### src/rtl/serial_sub_pkg.sv
// Shared constants for the bit-serial subtractor: FSM state encodings and LED bit positions.
package serial_sub_pkg;

    typedef logic [1:0] state_t;

    localparam state_t IDLE  = 2'd0;
    localparam state_t LOAD  = 2'd1;
    localparam state_t SHIFT = 2'd2;
    localparam state_t DONE  = 2'd3;

    localparam int LED_BORROW = 7;
    localparam int LED_DONE   = 14;
    localparam int LED_BUSY   = 15;

endpackage

### src/rtl/serial_subtractor_full_subtractor.sv
// One-bit full subtractor cell: d = a - b - bin, with borrow-out.
module full_subtractor (
    input  logic a,
    input  logic b,
    input  logic bin,
    output logic d,
    output logic bout
);

    assign d    = a ^ b ^ bin;
    assign bout = (~a & b) | (~(a ^ b) & bin);

endmodule

### src/rtl/serial_subtractor.sv
// Bit-serial subtractor D = A - B, LSB first, one full-subtractor cell reused per step tick.
module serial_subtractor
    import serial_sub_pkg::*;
#(
    parameter int WIDTH    = 4,
    parameter int STEP_DIV = 1
) (
    input  logic        clk_pin,
    input  logic        rst_n_pin,
    input  logic [7:0]  sw_pin,
    input  logic        btn_pin,
    output logic [15:0] led_pin
);

    localparam int BW    = $clog2(WIDTH + 1);
    localparam int CNT_W = (STEP_DIV > 1) ? $clog2(STEP_DIV) : 1;

    state_t             state_q, state_d;
    logic               btn_meta_q, btn_sync_q, btn_prev_q;
    logic [CNT_W-1:0]   tick_cnt_q, tick_cnt_d;
    logic [WIDTH-1:0]   a_sr_q, a_sr_d, b_sr_q, b_sr_d, diff_q, diff_d;
    logic               borrow_q, borrow_d;
    logic [BW-1:0]      bitcnt_q, bitcnt_d;
    logic               busy_q, busy_d, done_q, done_d;
    logic               start, tick, cell_d, cell_bout;

    assign start = btn_sync_q & ~btn_prev_q;
    assign tick  = (tick_cnt_q == CNT_W'(STEP_DIV - 1));

    full_subtractor u_cell (
        .a    (a_sr_q[0]),
        .b    (b_sr_q[0]),
        .bin  (borrow_q),
        .d    (cell_d),
        .bout (cell_bout)
    );

    // State register plus all datapath/status flops; reset aborts any operation.
    always_ff @(posedge clk_pin or negedge rst_n_pin) begin
        if (!rst_n_pin) begin
            state_q    <= IDLE;
            btn_meta_q <= 1'b0;
            btn_sync_q <= 1'b0;
            btn_prev_q <= 1'b0;
            tick_cnt_q <= '0;
            a_sr_q     <= '0;
            b_sr_q     <= '0;
            diff_q     <= '0;
            borrow_q   <= 1'b0;
            bitcnt_q   <= '0;
            busy_q     <= 1'b0;
            done_q     <= 1'b0;
        end else begin
            state_q    <= state_d;
            btn_meta_q <= btn_pin;
            btn_sync_q <= btn_meta_q;
            btn_prev_q <= btn_sync_q;
            tick_cnt_q <= tick_cnt_d;
            a_sr_q     <= a_sr_d;
            b_sr_q     <= b_sr_d;
            diff_q     <= diff_d;
            borrow_q   <= borrow_d;
            bitcnt_q   <= bitcnt_d;
            busy_q     <= busy_d;
            done_q     <= done_d;
        end
    end

    always_comb begin
        state_d = state_q;
        case (state_q)
            IDLE:    if (start) state_d = LOAD;
            LOAD:    state_d = SHIFT;
            SHIFT:   if (tick && bitcnt_q == BW'(WIDTH - 1)) state_d = DONE;
            DONE:    if (start) state_d = LOAD;
            default: state_d = IDLE;
        endcase
    end

    // Status flags are registered from the next state so the LEDs come straight off flops.
    always_comb begin
        busy_d = (state_d == LOAD) || (state_d == SHIFT);
        done_d = (state_d == DONE);
    end

    always_comb begin
        tick_cnt_d = tick_cnt_q;
        a_sr_d     = a_sr_q;
        b_sr_d     = b_sr_q;
        diff_d     = diff_q;
        borrow_d   = borrow_q;
        bitcnt_d   = bitcnt_q;
        if (state_q == LOAD) begin
            tick_cnt_d = '0;
            a_sr_d     = sw_pin[WIDTH-1:0];
            b_sr_d     = sw_pin[2*WIDTH-1:WIDTH];
            diff_d     = '0;
            borrow_d   = 1'b0;
            bitcnt_d   = '0;
        end else if (state_q == SHIFT) begin
            tick_cnt_d = tick ? '0 : tick_cnt_q + 1'b1;
            if (tick) begin
                diff_d   = {cell_d, diff_q[WIDTH-1:1]};
                a_sr_d   = {1'b0, a_sr_q[WIDTH-1:1]};
                b_sr_d   = {1'b0, b_sr_q[WIDTH-1:1]};
                borrow_d = cell_bout;
                bitcnt_d = bitcnt_q + 1'b1;
            end
        end
    end

    always_comb begin
        led_pin             = '0;
        led_pin[WIDTH-1:0]  = diff_q;
        led_pin[LED_BORROW] = borrow_q;
        led_pin[LED_DONE]   = done_q;
        led_pin[LED_BUSY]   = busy_q;
    end

endmodule

### config.mk
export PLATFORM = sky130hd
export DESIGN_NAME = serial_subtractor
export DESIGN_NICKNAME = d
export VERILOG_FILES = /design/src/rtl/serial_sub_pkg.sv /design/src/rtl/serial_subtractor_full_subtractor.sv /design/src/rtl/serial_subtractor.sv
export SDC_FILE = /design/constraint.sdc
export NUM_CORES = 1
export LEC_CHECK = 0
export ABC_AREA = 1
export BUFFER_PORTS_ARGS = -buffer_cell sky130_fd_sc_hd__clkbuf_2
export CAP_MARGIN = 20
export CORE_AREA = 5 5 66 68
export CTS_CLUSTER_DIAMETER = 80
export DETAILED_ROUTE_END_ITERATION = 12
export DIE_AREA = 0 0 71 73
export SLEW_MARGIN = 20
export SYNTH_ARGS = -nofsm -noshare
export SYNTH_HDL_FRONTEND = slang
export SYNTH_SLANG_ARGS = --single-unit
### constraint.sdc
create_clock -name clk_pin -period 3.9 [get_ports clk_pin]
set_input_delay 0.78 -clock clk_pin [delete_from_list [all_inputs] [get_ports clk_pin]]
set_output_delay 0.78 -clock clk_pin [all_outputs]
set_load 0.01 [all_outputs]
==> metrics.cfg, run 1 <==
[yosys]
synthTopCellsByArea = dfrtp_1 (55%), buf_4 (9.3%), nand2_1 (8.2%), ha_1 (5.9%), a22o_1 (3.3%)
ys_seq_area_frac = 0.547
netlist_area_um2 = 1050
ys_seq_elements = 23
synth_adder_area_share = 0.0785
synthSimpleGateAreaFrac = 0.136
synth_top_family_by_area = buffers and inverters
synthXorXnorAreaFrac = 0
synth_cell_types = 19
yosysTopAreaCell = dfrtp_1
avgSynthCellArea_um2 = 10.5
syn-instance-count = 100
synth_mux_area_frac = 0
synth_top_area_frac = 0.547
synth_compound_area_frac = 0.0904
synth_warnings = 0

[detailed_routing]
routedWlPerCell_um = 10.7
via_count = 664
drt_iter0_drc = 6
vias_per_cell = 4.02
ant_nets = 0
drc_errors = 0
postRouteWirelength_um = 1770
drt_pass1_iterations = 4

[sta]
finalSetupViolations = 0
holdWs_ns = 0.352
relSlewSlack = 0.596
skew_ns = 0.00407
hold_violations = 0
tightest_slew_ns = 0.607
fin_crit_sh = 0.469
report.final.slew_viol_count = 0
rsz0062_at_grt = no
min_period_ns = 1.83
fmax_ghz = 0.547
tns_ns = 0

[flow_run]
maxCapViolCount = 0

[critical_path]
cp-start-kind = flip-flop
path_max_fanout = 16
required_ns = 4.04
path_class = flip-flop to flip-flop
endpoint_kind = flip-flop
cp.arrival_ns = 1.97

[placed_design]
dp.cells = 161
hpwl_um = 1360
gp_congestion = 0.725
port_buffers = 17

[clock_network]
cts_tree = yes
clockBufferDepth = 2
cts.root.buffer_cell = clkbuf_8
clkLatencyLatePin_ns = 0.26
clk_pin_slew_ns = 0.08
numCtsBuffers = 3
cts_resized = 0
htree_levels = 1
post_cts_buffers = 0
clock_sinks = 23
cts_hold_buf = 0

[global_route]
antenna_found_initial = 0
overflow = 0
grt_max_degree = 24
first_global_vias = 701
grtUsageTotal = 0.0728
grt_pass1_wl_um = 2970

[power]
switching_power_mw = 0.383
p_leak_nw = 0.599
pwr-share-seq = 0.399
combPwrFrac = 0.448
clkPwrFrac = 0.153
irDropWorstVdd_uv = 300
power.internal_mw = 0.559
switching_share = 0.406
power_density_nw_per_um2 = 808

[floorplan]
dieArea_um2 = 5180
die_y_um = 73
die_w_um = 71
pin_count = 27
initial_utilization = 0.277
core_um2 = 3800
rows = 23

[cells_and_area]
area.growth.synth_to_final_pct = 10.8
diodes = 0
fin_cells = 165
drive_gt1_frac = 0.226
nets = 133

[run_status]
status = completed

[hold_path]
min_path_type = flip-flop to flip-flop

==> worst paths after layout <==
path,from,to,slack (ns),cells past startpoint
max reg2reg,state_q[0],busy_q,2.07,5
min reg2reg,btn_meta_q,btn_sync_q,0.35,0
min,btn_meta_q,btn_sync_q,0.35,0
max in group asynchronous,rst_n_pin,btn_prev_q,3.01,1
min in group asynchronous,rst_n_pin,state_q[0],0.51,1
max,state_q[0],busy_q,2.07,5
==> final cells by class <==
cell class              count  area (um^2)
clock buffers               4         45.0
fillers                   408         2630
inverters                  11         43.8
multi-input cells          60          354
flip-flops and latches     23          576
well taps                  50         62.6
repair buffers             17         85.1
==> stage by stage <==
| stage | cell area (um^2) | power (mW) | util | setup slack [ns] |
|---|---|---|---|---|
| after floorplan | 1080 | 0.741 | - | 2.39 |
| after global placement | 1120 | 0.784 | 0.295 | 2.20 |
| after detailed placement | 1120 | 0.813 | 0.295 | 2.06 |
| after CTS | 1170 | 0.959 | 0.307 | 2.04 |
| after global routing | 1170 | 1.03 | 0.307 | 1.94 |
| final | 1170 | 0.942 | 0.307 | 2.07 |
==> cell families (layout without fill, tap and decap cells) <==
logic type               Yosys count  after routing
AND/OR/NAND/NOR                   32             32
buffers and inverters             25             32
flip-flops                        23             23
AO/OA/AOI/OAI                     13             13
adder cells (fa/ha/maj)            6              6
other                              1              9
==> cells in the mapped netlist <==
cell type / number
ha_1: 5
inv_1: 9
o21ai_0: 1
nor2_1: 1
o211ai_1: 1
a21oi_1: 1
a22o_1: 4
fa_1: 1
dfrtp_1: 23
o22ai_1: 4
o21ai_2: 2
buf_4: 13
conb_1: 1
nand2_1: 23
inv_4: 1
nor2_4: 2
buf_6: 1
inv_2: 1
nand3_1: 6
==> state kept, by name (all words and copies together) (netlist names) <==
name / cells
state_q: 2
bitcnt_q: 3
busy_q: 1
done_q: 1
a_sr_q: 4
b_sr_q: 4
btn_prev_q: 1
btn_meta_q: 1
borrow_q: 1
btn_sync_q: 1
diff_q: 4
==> metal layers <==
layer  global-route usage  wire (um)  vias to the layer above
met5                    0          0                        -
met3               0.0193        127                        2
met1               0.0939        849                      310
met4               0.0313         16                        0
li1                     -          -                      329
met2                0.115        778                       23
==> power groups by stage <==
stage	sequential (mW)	combinational, mW	clock [mW]
global placement	0.379	0.405	0
detailed placement	0.382	0.431	0
finish	0.375	0.422	0.145
CTS	0.376	0.434	0.148
floorplan	0.379	0.362	0
global route	0.388	0.481	0.158
==> critical path, stage by stage, from the launching register on <==
cell and delay (ns):
dfrtp_1 0.38, inv_1 0.08, ha_1 0.68, nand2_1 0.11
a21oi_1 0.21, ha_1 0.26
==> cell usage in the layout (no fill, tap or decap), drive strengths merged <==
master   n
nand3    6
dfrtp   23
clkbuf  21
a21oi    1
conb     9
a22o     4
nor2     3
o211ai   1
fa       1
ha       5
nand2   23
o21ai    3
o22ai    4
inv     11
Note: power is estimated with default switching activity, not from simulation.
==> run 2, diff against run 1 <==
==> constraint.sdc (replaced) <==
create_clock -name clk_pin -period 1.5 [get_ports clk_pin]
set_input_delay 0.3 -clock clk_pin [delete_from_list [all_inputs] [get_ports clk_pin]]
set_output_delay 0.3 -clock clk_pin [all_outputs]
set_load 0.01 [all_outputs]
==> metrics.cfg, run 2 (synthesis gave the netlist of run 1 again) <==
[critical_path]
path_buf_inv = 0
path_class = flip-flop to flip-flop
cp.arrival_ns = 1.56
crit_top_cell = ha_1
crit_slowest_cell = dfrtp_1
required_ns = 1.65
crit_chain = ha_1 > ha_1 > o21ai_1 > a21oi_2 > ha_1
path_max_fanout = 2
endpoint_kind = flip-flop
worstSetupStartpoint = bitcnt_q[0]
cp-start-kind = flip-flop
critical-path-top-delay-family = adder cells
reg2reg_from = bitcnt_q[0]
cpPeakStageDelay_ns = 0.39

[detailed_routing]
drt_pass1_iterations = 4
routedWlPerCell_um = 11.3
via_count = 687
drc_errors = 0
postRouteWirelength_um = 1890
drt_iter0_drc = 32
ant_nets = 0
vias_per_cell = 4.09

[sta]
tightest_slew_ns = 0.561
hold_violations = 0
holdWs_ns = 0.0116
min_period_ns = 1.41
relSlewSlack = 0.626
skew_ns = 0.00308
report.final.slew_viol_count = 0
rsz0062_at_grt = no
finalSetupViolations = 0
fmax_ghz = 0.708
fin_crit_sh = 0.941
tns_ns = 0

[flow_run]
maxCapViolCount = 0

[power]
power_density_nw_per_um2 = 2210
irDropWorstVdd_uv = 667
power.total_mw = 2.70
p_leak_nw = 0.616

[cells_and_area]
final_cell_mix = nand2_1 (23), dfrtp_1 (23), clkbuf_2 (17), inv_1 (9), conb_1 (9)
nets = 136
drive_gt1_frac = 0.280
area.growth.synth_to_final_pct = 15.9
fin_area_um2 = 1220
diodes = 0
reg.largest.list = a_sr_q x4, b_sr_q x4, diff_q x4
fin_cells = 168

[floorplan]
initial_utilization = 0.277
die_w_um = 71
die_y_um = 73
rows = 23
dieArea_um2 = 5180
pin_count = 27
core_um2 = 3800

[clock_network]
clockBufferDepth = 2
clock_sinks = 23
numCtsBuffers = 3
post_cts_buffers = 0
cts_tree = yes
cts.root.buffer_cell = clkbuf_8
htree_levels = 1
cts_hold_buf = 0
clkLatencyLatePin_ns = 0.26
clk_pin_slew_ns = 0.08

[placed_design]
port_buffers = 17
gp_congestion = 0.833
place_area_um2 = 1150
dp.cells = 163
hpwl_um = 1410

[global_route]
grtUsageTotal = 0.0781
grt_pass1_wl_um = 3170
first_global_vias = 721
grt_max_degree = 24
antenna_found_initial = 0
overflow = 0

[run_status]
status = completed

[hold_path]
min_path_type = primary input to asynchronous set/reset pin

-- run 2: cell count changes in the layout (fill, tap and decap cells not counted), sizes merged --
cell | before | now
nor2 | 3 | 4
clkinv | 0 | 1
buf | 0 | 2
clkbuf | 21 | 20
-- run 2: timing repair --
item / 4_1_cts / 5_1_grt
pin swaps: 1 / 2
resized for setup: 0 / 3
endpoints found under the setup margin: 2 / 9
gates cloned: 1 / 0
-- run 2: metrics by stage --
| stage | util | worst slack, ns |
|---|---|---|
| 2_1_floorplan | - | 0.0290 |
| 5_1_grt | 0.321 | 0.00570 |
| 3_5_place_dp | 0.303 | 0.0151 |
| 3_3_place_gp | 0.303 | 0.0510 |
| 4_1_cts | 0.317 | 0.00822 |
| 6_report | 0.321 | 0.0884 |
-- run 2: final cells by class --
cell class / instances / area [um^2]
inverters: 11 / 43.8
well taps: 50 / 62.6
multi-input cells: 61 / 379
clock buffers: 3 / 41.3
fillers: 410 / 2580
clock inverters: 1 / 5.00
flip-flops and latches: 23 / 576
repair buffers: 19 / 113
-- run 2: final timing paths --
kind                         endpoint  slack, ns  cells after the start
min in group clk_pin       btn_meta_q       0.14                      1
max reg2reg                    busy_q       0.09                      5
max                            busy_q       0.09                      5
min                        btn_meta_q       0.01                      1
min reg2reg                btn_sync_q       0.35                      0
max in group asynchronous   diff_q[0]       1.12                      1
-- run 2: per-layer routing --
layer | global-route usage | wire length (um) | vias up
met5 | 0 | 0 | -
met4 | 0.0438 | 45 | 0
met3 | 0.0193 | 130 | 5
met2 | 0.130 | 881 | 23
met1 | 0.0924 | 832 | 320
li1 | - | - | 339
-- run 2: where the power goes --
group,internal [mW],leakage [nW],switching [mW]
sequential,0.857,0.293,0.126
clock,0.185,0.0255,0.193
combinational,0.573,0.297,0.765
